[src/rtl/target_generator.sv]
// Food-target generator: rejection-samples the X/Y LFSR words into an in-bounds grid
// coordinate. Optional macro TARGET_GEN_AVOID_HEAD_EN rejects candidates on the snake head.
module target_generator #(
   parameter int X_WIDTH   = 8,
   parameter int Y_WIDTH   = 7,
   parameter int X_MAX     = 159,
   parameter int Y_MAX     = 119,
   parameter int INIT_X    = 20,
   parameter int INIT_Y    = 15,
   parameter int MAX_TRIES = 8
) (
   input  logic               CLK,
   input  logic               RESET,
   input  logic [X_WIDTH-1:0] X_RAND,
   input  logic [Y_WIDTH-1:0] Y_RAND,
   input  logic               REACHED,
   input  logic [X_WIDTH-1:0] HEAD_X,
   input  logic [Y_WIDTH-1:0] HEAD_Y,
   output logic [X_WIDTH-1:0] TARGET_X,
   output logic [Y_WIDTH-1:0] TARGET_Y,
   output logic               TARGET_VALID,
   output logic [7:0]         TARGET_COUNT
);

   localparam int TRY_W = (MAX_TRIES > 1) ? $clog2(MAX_TRIES) : 1;

   localparam logic [X_WIDTH-1:0] X_LIM    = X_WIDTH'(X_MAX);
   localparam logic [Y_WIDTH-1:0] Y_LIM    = Y_WIDTH'(Y_MAX);
   localparam logic [X_WIDTH-1:0] X_INIT   = X_WIDTH'(INIT_X);
   localparam logic [Y_WIDTH-1:0] Y_INIT   = Y_WIDTH'(INIT_Y);
   localparam logic [TRY_W-1:0]   LAST_TRY = TRY_W'(MAX_TRIES - 1);

   typedef enum logic {
      IDLE   = 1'b0,
      SEARCH = 1'b1
   } state_t;

   state_t             state, state_n;
   logic [TRY_W-1:0]   try_cnt, try_n;
   logic [X_WIDTH-1:0] tgt_x_p0, new_x;
   logic [Y_WIDTH-1:0] tgt_y_p0, new_y;
   logic               vld_p0;
   logic [7:0]         count_p0;
   logic               in_range, on_head, cand_ok, done;

   // The word range is at most twice the grid, so a single subtraction always lands in range.
   function automatic logic [X_WIDTH-1:0] fold_x(input logic [X_WIDTH-1:0] v);
      if (v > X_LIM)
         fold_x = v - X_LIM - X_WIDTH'(1);
      else
         fold_x = v;
   endfunction

   function automatic logic [Y_WIDTH-1:0] fold_y(input logic [Y_WIDTH-1:0] v);
      if (v > Y_LIM)
         fold_y = v - Y_LIM - Y_WIDTH'(1);
      else
         fold_y = v;
   endfunction

   assign in_range = (X_RAND <= X_LIM) && (Y_RAND <= Y_LIM);

`ifdef TARGET_GEN_AVOID_HEAD_EN
   assign on_head = (X_RAND == HEAD_X) && (Y_RAND == HEAD_Y);
`else
   logic unused_head;
   assign unused_head = ^{HEAD_X, HEAD_Y};
   assign on_head     = 1'b0;
`endif

   assign cand_ok = in_range && !on_head;

   always_comb begin
      state_n = state;
      try_n   = try_cnt;
      done    = 1'b0;
      new_x   = X_RAND;
      new_y   = Y_RAND;
      case (state)
         IDLE: begin
            if (REACHED) begin
               state_n = SEARCH;
               try_n   = '0;
            end
         end
         SEARCH: begin
            if (cand_ok) begin
               done    = 1'b1;
               state_n = IDLE;
            end else if (try_cnt == LAST_TRY) begin
               // Out of tries: fold the current words into the grid, no head check.
               done    = 1'b1;
               new_x   = fold_x(X_RAND);
               new_y   = fold_y(Y_RAND);
               state_n = IDLE;
            end else begin
               try_n = try_cnt + TRY_W'(1);
            end
         end
         default: state_n = IDLE;
      endcase
   end

   always_ff @(posedge CLK) begin
      if (RESET) begin
         state    <= IDLE;
         try_cnt  <= '0;
         tgt_x_p0 <= X_INIT;
         tgt_y_p0 <= Y_INIT;
         vld_p0   <= 1'b1;
         count_p0 <= 8'd0;
      end else begin
         state   <= state_n;
         try_cnt <= try_n;
         if (state == IDLE && REACHED)
            vld_p0 <= 1'b0;
         if (done) begin
            tgt_x_p0 <= new_x;
            tgt_y_p0 <= new_y;
            vld_p0   <= 1'b1;
            count_p0 <= count_p0 + 8'd1;
         end
      end
   end

   assign TARGET_X     = tgt_x_p0;
   assign TARGET_Y     = tgt_y_p0;
   assign TARGET_VALID = vld_p0;
   assign TARGET_COUNT = count_p0;

endmodule
[config.mk]
export PLATFORM = sky130hd
export DESIGN_NAME = target_generator
export DESIGN_NICKNAME = d
export VERILOG_FILES = /design/src/rtl/target_generator.sv
export SDC_FILE = /design/constraint.sdc
export NUM_CORES = 1
export LEC_CHECK = 0
export CAP_MARGIN = 40
export CORE_ASPECT_RATIO = 0.8
export CORE_MARGIN = 2
export CORE_UTILIZATION = 41
export DETAILED_ROUTE_END_ITERATION = 10
export GPL_ROUTABILITY_DRIVEN = 0
export MAX_ROUTING_LAYER = met4
export PLACE_DENSITY = 0.78
export SYNTH_ARGS = -nofsm -noshare
export SYNTH_HDL_FRONTEND = slang
export SYNTH_SLANG_ARGS = --single-unit
export TNS_END_PERCENT = 5
[constraint.sdc]
create_clock -name CLK -period 2.45 [get_ports CLK]
set_input_delay 0.49 -clock CLK [delete_from_list [all_inputs] [get_ports CLK]]
set_output_delay 0.49 -clock CLK [all_outputs]
set_load 0.05 [all_outputs]
==> metrics.md, run 1 <==
| Metric | Value |
|---|---|
| Area growth syn-to-layout | `46.4%` |
| Power Density | `566 nW/µm²` |
| Initial Utilization | `0.427` |
| Final TNS setup | `0 ps` |
| R2r setup slk | `490 ps` |
| Setup Fix Bufs, Post-CTS | `0` |
| Hold bufs inserted after CTS | `0` |
| Clk sinks | `28` |
| Layout cell share with drive strength beyond 1 | `0.121` |
| Final Slew Violations | `0` |
| WP buf/inv | `3` |
| Final Skew | `3.39 ps` |
| # setup viols final | `0` |
| Mapped cell area | `1310 µm²` |
| Final hold viol count | `0` |
| Hold WC Path Type | `flip-flop to flip-flop` |
| PostCTS Resize Cnt | `0` |
| Cell Area, Placed | `1840 µm²` |
| Worst EP required | `2670 ps` |
| Crit. End Element | `flip-flop` |
| Max clock buf depth | `2` |
| WHS Endpoint | `TARGET_X[6]` |
| Total Routed Length | `3210 µm` |
| Worst-Skew Late Latency | `270 ps` |
| RSZ-0062 raised after global routing | `no` |
| Port Buffers | `41` |
| # diodes | `0` |
| Critical-path cell list | `clkdlybuf4s50_1, inv_1, ha_1, a41o_1, and3_4, a21o_1, buf_4, a21oi_1, mux2_2` |
| R2r endpoint | `try_cnt[0]` |
| Placement Setup Slack | `-101 ps` |
| Ys Warns | `0` |
| Core Rows | `18` |
| Reg clk slew, reported paths | `90 ps` |
| Root Buffer | `clkbuf_8` |
| Number of H-tree levels | `1` |
| Max_slew headroom | `0.656` |
| Core Region | `3060 µm²` |
| VDD IR max | `0.000710 V` |
| First DRT Iteration DRCs | `82` |
| Dominant cell type by area after synthesis | `dfxtp_1` |
| Final Util | `0.625` |
| Net Count, Synth | `192` |
| CP max stage delay | `500 ps` |
| Yosys top cell area share | `0.428` |
| Largest net degree at the start of global routing | `20` |
| CTS buffer count | `3` |
| Total power | `1.08 mW` |
| Synth top area cells | `dfxtp_1 43%, nand2_1 8.0%, ha_1 5.7%` |
| Slew @ Worst Pin | `515 ps` |
| Post-synth top flop | `dfxtp_1` |
| Antenna viol nets, final | `0` |
| Post-synthesis sequential area ratio | `0.428` |
| FF-to-FF path depth | `7` |
| HPWL after DPL | `2480 µm` |
| Remaining DRCs | `0` |
| Vias in the first global route | `1267` |
| Worst path arrival time | `2480 ps` |
| Fin crit share | `0.921` |
| Post-synth EDFFs | `0` |
| Leak | `0.745 nW` |
| Drt via density | `5.32` |
| I/O Pins | `57` |
| CP Launch Type | `input pin` |
| Delay-heaviest family, CP | `buffers and inverters` |
| Synth Register Bits | `28` |
| Initial antenna violation count | `0` |
| Post-route design area | `1920 µm²` |
| Slowest stage cell, crit path | `clkdlybuf4s50_1` |
| Outcome | `finished clean` |
| 1st-pass router iterations | `4` |
| Wire per inst | `13.1 µm` |
| Distinct cells, synth | `38` |
| Nets | `246` |
| Max Cap Viol | `0` |
| Avg Cell Area, Syn | `8.55 µm²` |
| WHS Path Cells | `2` |
| HP Start | `TARGET_X[6]` |
| Tmin final | `2260 ps` |
| Vias | `1309` |
| Worst setup slack after layout | `193 ps` |
| CTS tree | `built` |
| Ys async rst share | `0` |
| Die Wd | `67.2 µm` |
| Crit Path Category | `input pin to flip-flop` |
| DIE AREA | `3660 µm²` |
| Post-Syn Instances | `153` |
| Achievable Freq | `0.443 GHz` |
| First-pass GRT wire length | `5700 µm` |
| FF-to-FF Start | `try_cnt[0]` |
| Gr ovfl total | `0` |
| Global-route usage over all layers | `0.212` |
| Die extent in y | `54.5 µm` |
| Worst Path Max Fanout | `6` |
routing by layer:
| layer | vias to the layer above | global-route usage | share of wire |
|---|---|---|---|
| met5 | - | - | 0 |
| met4 | 0 | 0.0374 | 0.0053 |
| met2 | 23 | 0.381 | 0.51 |
| li1 | 648 | - | - |
| met3 | 4 | 0.0514 | 0.040 |
| met1 | 634 | 0.246 | 0.45 |
worst register-to-register path, cell delays in order (launching register included):
cell and delay (ps):
dfxtp_1 330, ha_1 200, ha_1 260, o21ai_0 330, a21o_1 220, buf_4 150
a21oi_1 90, mux2_2 280
cell usage in the layout (no fill, tap or decap), types with 6 or more instances in the layout:
master	instances
nor2_1	8
dfxtp_1	28
o21ai_0	8
ha_1	6
clkdlybuf4s50_1	41
nand3_1	6
nand3b_1	7
a21oi_1	13
inv_1	6
nand2_1	28
buf_4	15
layout make-up:
type / count / area [µm²]
Fill cell: 276 / 1150
Multi-Input combinational cell: 112 / 688
Sequential cell: 28 / 561
Timing Repair Buffer: 56 / 523
Tap cell: 40 / 50.0
Clock buffer: 3 / 41.3
Clock inverter: 1 / 30.0
Inverter: 6 / 22.5
Yosys cell counts, types with 2 or more instances:
master and n:
a211oi_1 2, ha_1 6, nand4_1 2, nand3b_1 7
dfxtp_1 28, or3_1 2, inv_1 6, a21oi_1 13
buf_2 3, o311ai_0 2, nand2_1 28, clkbuf_1 3
xnor2_1 3, nand3_1 6, o21ai_0 8, or4_1 2
nor2_1 8, a22o_1 2, or2_2 2, mux2_2 2
cells by family (layout without fill, tap and decap cells):
logic type,count (synthesis),count (layout),synth area share
compound gates,37,37,0.183
xor+xnor,3,3,0.0201
fa+ha+maj,6,6,0.0574
buf+inv,13,66,0.0459
flops,28,28,0.428
mux,2,2,0.0172
simple gates,64,64,0.249
power breakdown:
| part | switching (mW) | leakage (nW) | total [mW] | internal [mW] |
|---|---|---|---|---|
| clock network | 0.144 | 0.0357 | 0.363 | 0.219 |
| registers | 0.0138 | 0.228 | 0.491 | 0.477 |
| logic | 0.133 | 0.481 | 0.232 | 0.0982 |
| total | 0.291 | 0.745 | 1.08 | 0.794 |
flip-flops by register name, indices dropped and copies added, names as in the netlist:
register and cells:
TARGET_VALID 1, TARGET_X 8, TARGET_Y 7, state 1, TARGET_COUNT 8, try_cnt 3
through the flow:
| step | cells | hold WS, ps |
|---|---|---|
| 6_report | 246 | 469 |
| 5_1_grt | 246 | 507 |
| 4_1_cts | 246 | 477 |
| 3_5_place_dp | 242 | 461 |
| 3_3_place_gp | 242 | 443 |
| 2_1_floorplan | 153 | 454 |
how the worst max path moves through the flow:
stage,start,to,cells after the start
after floorplan,Y_RAND[3],TARGET_COUNT[5],8
after global placement,Y_RAND[3],TARGET_COUNT[6],9
after detailed placement,Y_RAND[3],TARGET_COUNT[6],9
after CTS,Y_RAND[3],try_cnt[0],9
after global routing,Y_RAND[3],try_cnt[0],9
final,Y_RAND[3],try_cnt[0],9
No activity file was read; power rests on OpenSTA's default activity.
==> run 2, diff against run 1 <==
--- a/config.mk
+++ b/config.mk
@@ -5,14 +5,14 @@
 export SDC_FILE = /design/constraint.sdc
 export NUM_CORES = 1
 export LEC_CHECK = 0
+export ABC_AREA = 1
 export CAP_MARGIN = 40
 export CORE_ASPECT_RATIO = 0.8
 export CORE_MARGIN = 2
-export CORE_UTILIZATION = 41
+export CORE_UTILIZATION = 42
 export DETAILED_ROUTE_END_ITERATION = 10
-export GPL_ROUTABILITY_DRIVEN = 0
 export MAX_ROUTING_LAYER = met4
-export PLACE_DENSITY = 0.78
+export PLACE_DENSITY = 0.79
 export SYNTH_ARGS = -nofsm -noshare
 export SYNTH_HDL_FRONTEND = slang
 export SYNTH_SLANG_ARGS = --single-unit
==> run 2 against run 1 <==
  * Core utilization fell by 2.5 points
  * Critical path type is now flip-flop to output pin
  * Critical endpoint is now TARGET_COUNT[3]
  * Worst hold slack got worse by 14 ps
  * Final area fell by 2.0%
==> metrics.md, run 2 <==
| Metric | Value |
|---|---|
| Post-synthesis sequential area ratio | `0.404 (-0.0243)` |
| Max_slew headroom | `0.655 (about the same)` |
| Vias | `1271 (-2.9%)` |
| CTS tree | `built` |
| Slowest stage cell, crit path | `clkdlybuf4s50_1` |
| Synth Register Bits | `28 (unchanged)` |
| Crit. End Element | `output pin` |
| Gr ovfl total | `0 (unchanged)` |
| Cell with the most instances after synthesis | `nand2_1` |
| Ys async rst share | `0 (unchanged)` |
| Clk sinks | `28 (unchanged)` |
| Synth top area cells | `dfxtp_1 40%, nand2_1 17%, ha_1 5.4%` |
| Post-synth EDFFs | `0 (unchanged)` |
| I/O Pins | `57 (unchanged)` |
| # diodes | `0 (unchanged)` |
| Top cells by count, synth | `61 x nand2_1, 28 x dfxtp_1, 15 x nand3_1` |
| Port Buffers | `41 (unchanged)` |
| Gpl congestion | `0.766` |
| Vias in the first global route | `1200 (-5.3%)` |
| CP Launch Type | `flip-flop` |
| # setup viols final | `0 (unchanged)` |
| Achievable Freq | `0.483 GHz (+9.0%)` |
| Number of H-tree levels | `1 (unchanged)` |
| Leak | `0.805 nW (+8.0%)` |
| Distinct cells, synth | `26 (-32%)` |
| RSZ-0062 raised after global routing | `no` |
| Antenna viol nets, final | `0 (unchanged)` |
| Core Region | `3130 µm² (+2.2%)` |
| Post-Syn Instances | `185 (+21%)` |
| Combinational family with the most area after synthesis | `simple AND/OR/NAND/NOR gates` |
| Hold bufs inserted after CTS | `0 (unchanged)` |
| R2r setup slk | `880 ps (+390 ps)` |
| Hold WC Path Type | `flip-flop to flip-flop` |
| Mapped cell area | `1390 µm² (+6.0%)` |
| Final Util | `0.600 (-0.0255)` |
| FF-to-FF Start | `try_cnt[1]` |
| Die extent in y | `55.4 µm (+1.6%)` |
| Layout cell share with drive strength beyond 1 | `0.106 (-0.0156)` |
| Area growth syn-to-layout | `35.3%` |
| WP buf/inv | `1 (-2)` |
| Initial antenna violation count | `0 (unchanged)` |
| Final Skew | `5.98 ps (+2.60 ps)` |
| WHS Endpoint | `TARGET_Y[4]` |
| HP Start | `TARGET_Y[4]` |
| Post-synth top flop | `dfxtp_1` |
| Avg Cell Area, Syn | `7.50 µm² (-12%)` |
| Drt via density | `4.76 (-11%)` |
| First DRT Iteration DRCs | `28 (-66%)` |
| Max Cap Viol | `0 (unchanged)` |
| Most frequent cells in the layout | `61 x nand2_1, 41 x clkdlybuf4s50_1, 28 x dfxtp_1` |
| Commonest non-fill, non-tap cell in the layout | `nand2_1` |
| PostCTS Resize Cnt | `0 (unchanged)` |
| Yosys top cell area share | `0.404 (-0.0243)` |
| Worst EP required | `1960 ps (-710 ps)` |
| Synth Area in XOR/XNOR | `0.0316 (+0.0115)` |
| HPWL after DPL | `2160 µm (-13%)` |
| Final Slew Violations | `0 (unchanged)` |
| Critical-path cell list | `clkdlybuf4s50_1` |
| Dominant cell type by area after synthesis | `dfxtp_1` |
| Multiplexer area fraction after synthesis | `0 (-0.0172)` |
| Crit Path Category | `flip-flop to output pin` |
| Global-route usage over all layers | `0.176 (-0.0361)` |
| Compound-Gate Fraction of Synth Area | `0.0794 (-0.103)` |
| Final hold viol count | `0 (unchanged)` |
| Worst Path Max Fanout | `7 (+1)` |
| Initial Utilization | `0.443 (+0.0160)` |
| Core Rows | `18 (unchanged)` |
| DIE AREA | `3780 µm² (+3.3%)` |
| Delay-heaviest family, CP | `buffers and inverters` |
| Reg clk slew, reported paths | `90 ps (about the same)` |
| Fin crit share | `0.845 (-0.0762)` |
| Largest net degree at the start of global routing | `18 (-10%)` |
| Ys Warns | `0 (unchanged)` |
| WHS Path Cells | `2 (unchanged)` |
| FF-to-FF path depth | `7 (unchanged)` |
| Tmin final | `2070 ps (-187 ps)` |
| Total Routed Length | `2900 µm (-9.9%)` |
| Die Wd | `68.3 µm (+1.6%)` |
| Remaining DRCs | `0 (unchanged)` |
| CTS buffer count | `3 (unchanged)` |
| 1st-pass router iterations | `5 (+1)` |
| Nets | `267 (+8.5%)` |
| Post-Synth Adder-Cell Area | `0.0541 (-0.00326)` |
| Max clock buf depth | `2 (unchanged)` |
| Outcome | `finished clean` |
| Setup Fix Bufs, Post-CTS | `0 (unchanged)` |
| Simple-Gate Fraction of Synth Area | `0.359 (+0.110)` |
| Wire per inst | `10.8 µm (-17%)` |
| Worst-Skew Late Latency | `280 ps (about the same)` |
| Final TNS setup | `0 ps (unchanged)` |
| Net Count, Synth | `224 (+17%)` |
| Worst path arrival time | `1580 ps (-900 ps)` |
| Power Density | `529 nW/µm² (-6.5%)` |
| Root Buffer | `clkbuf_8` |
| CP max stage delay | `850 ps (+350 ps)` |
| R2r endpoint | `TARGET_X[7]` |
| First-pass GRT wire length | `5070 µm (-11%)` |
| VDD IR max | `0.000449 V (-37%)` |
| Slew @ Worst Pin | `515 ps (+0.258 ps)` |
==> run 2: per-layer routing <==
| layer | wire length [µm] | GRT usage | vias to the layer above |
|---|---|---|---|
| li1 | - | - | 679 |
| met1 | 1460 | 0.231 | 554 |
| met2 | 1250 | 0.265 | 33 |
| met3 | 149 | 0.0448 | 5 |
| met4 | 34 | 0.0514 | 0 |
| met5 | 0 | - | - |
==> run 2: logic make-up (layout without fill, tap and decap cells) <==
logic type / after synthesis / in the layout
compound gates: 19 / 19
xor+xnor: 5 / 5
fa+ha+maj: 6 / 6
buf+inv: 21 / 63
flops: 28 / 28
simple gates: 106 / 106
==> run 2: per-stage QoR <==
step | instances | area (µm²) | setup WS [ps] | hold slack (ps) | total power [mW]
finish | 267 | 1880 | 380 | 455 | 0.994
global route | 267 | 1880 | 200 | 482 | 1.04
CTS | 267 | 1880 | 380 | 460 | 0.999
detailed placement | 263 | 1820 | 96.2 | 442 | 0.720
global placement | 263 | 1820 | 120 | 438 | 0.718
floorplan | 185 | 1390 | 861 | 445 | 0.641
==> run 2: final cells by class <==
cell class / count / area [µm²]
Timing Repair Buffer: 43 / 425
Sequential cell: 28 / 561
Multi-Input combinational cell: 136 / 727
Inverter: 16 / 60.1
Fill cell: 276 / 1250
Clock buffer: 4 / 55.1
Tap cell: 40 / 50.0
==> run 2: power breakdown <==
group          internal [mW]  switching (mW)
Clock                  0.144           0.141
Combinational         0.0825           0.134
Sequential             0.477          0.0156
Total                  0.703           0.291
==> run 2: worst max path at each step <==
| stage | startpoint | end | slack [ps] | cells after the start |
|---|---|---|---|---|
| floorplan | Y_RAND[3] | TARGET_COUNT[0] | 860 | 13 |
| global placement | Y_RAND[3] | TARGET_Y[4] | 120 | 14 |
| detailed placement | Y_RAND[3] | TARGET_X[0] | 100 | 14 |
| CTS | TARGET_COUNT[3] | TARGET_COUNT[3] | 380 | 1 |
| global route | Y_RAND[3] | TARGET_X[0] | 200 | 14 |
| finish | TARGET_COUNT[3] | TARGET_COUNT[3] | 380 | 1 |
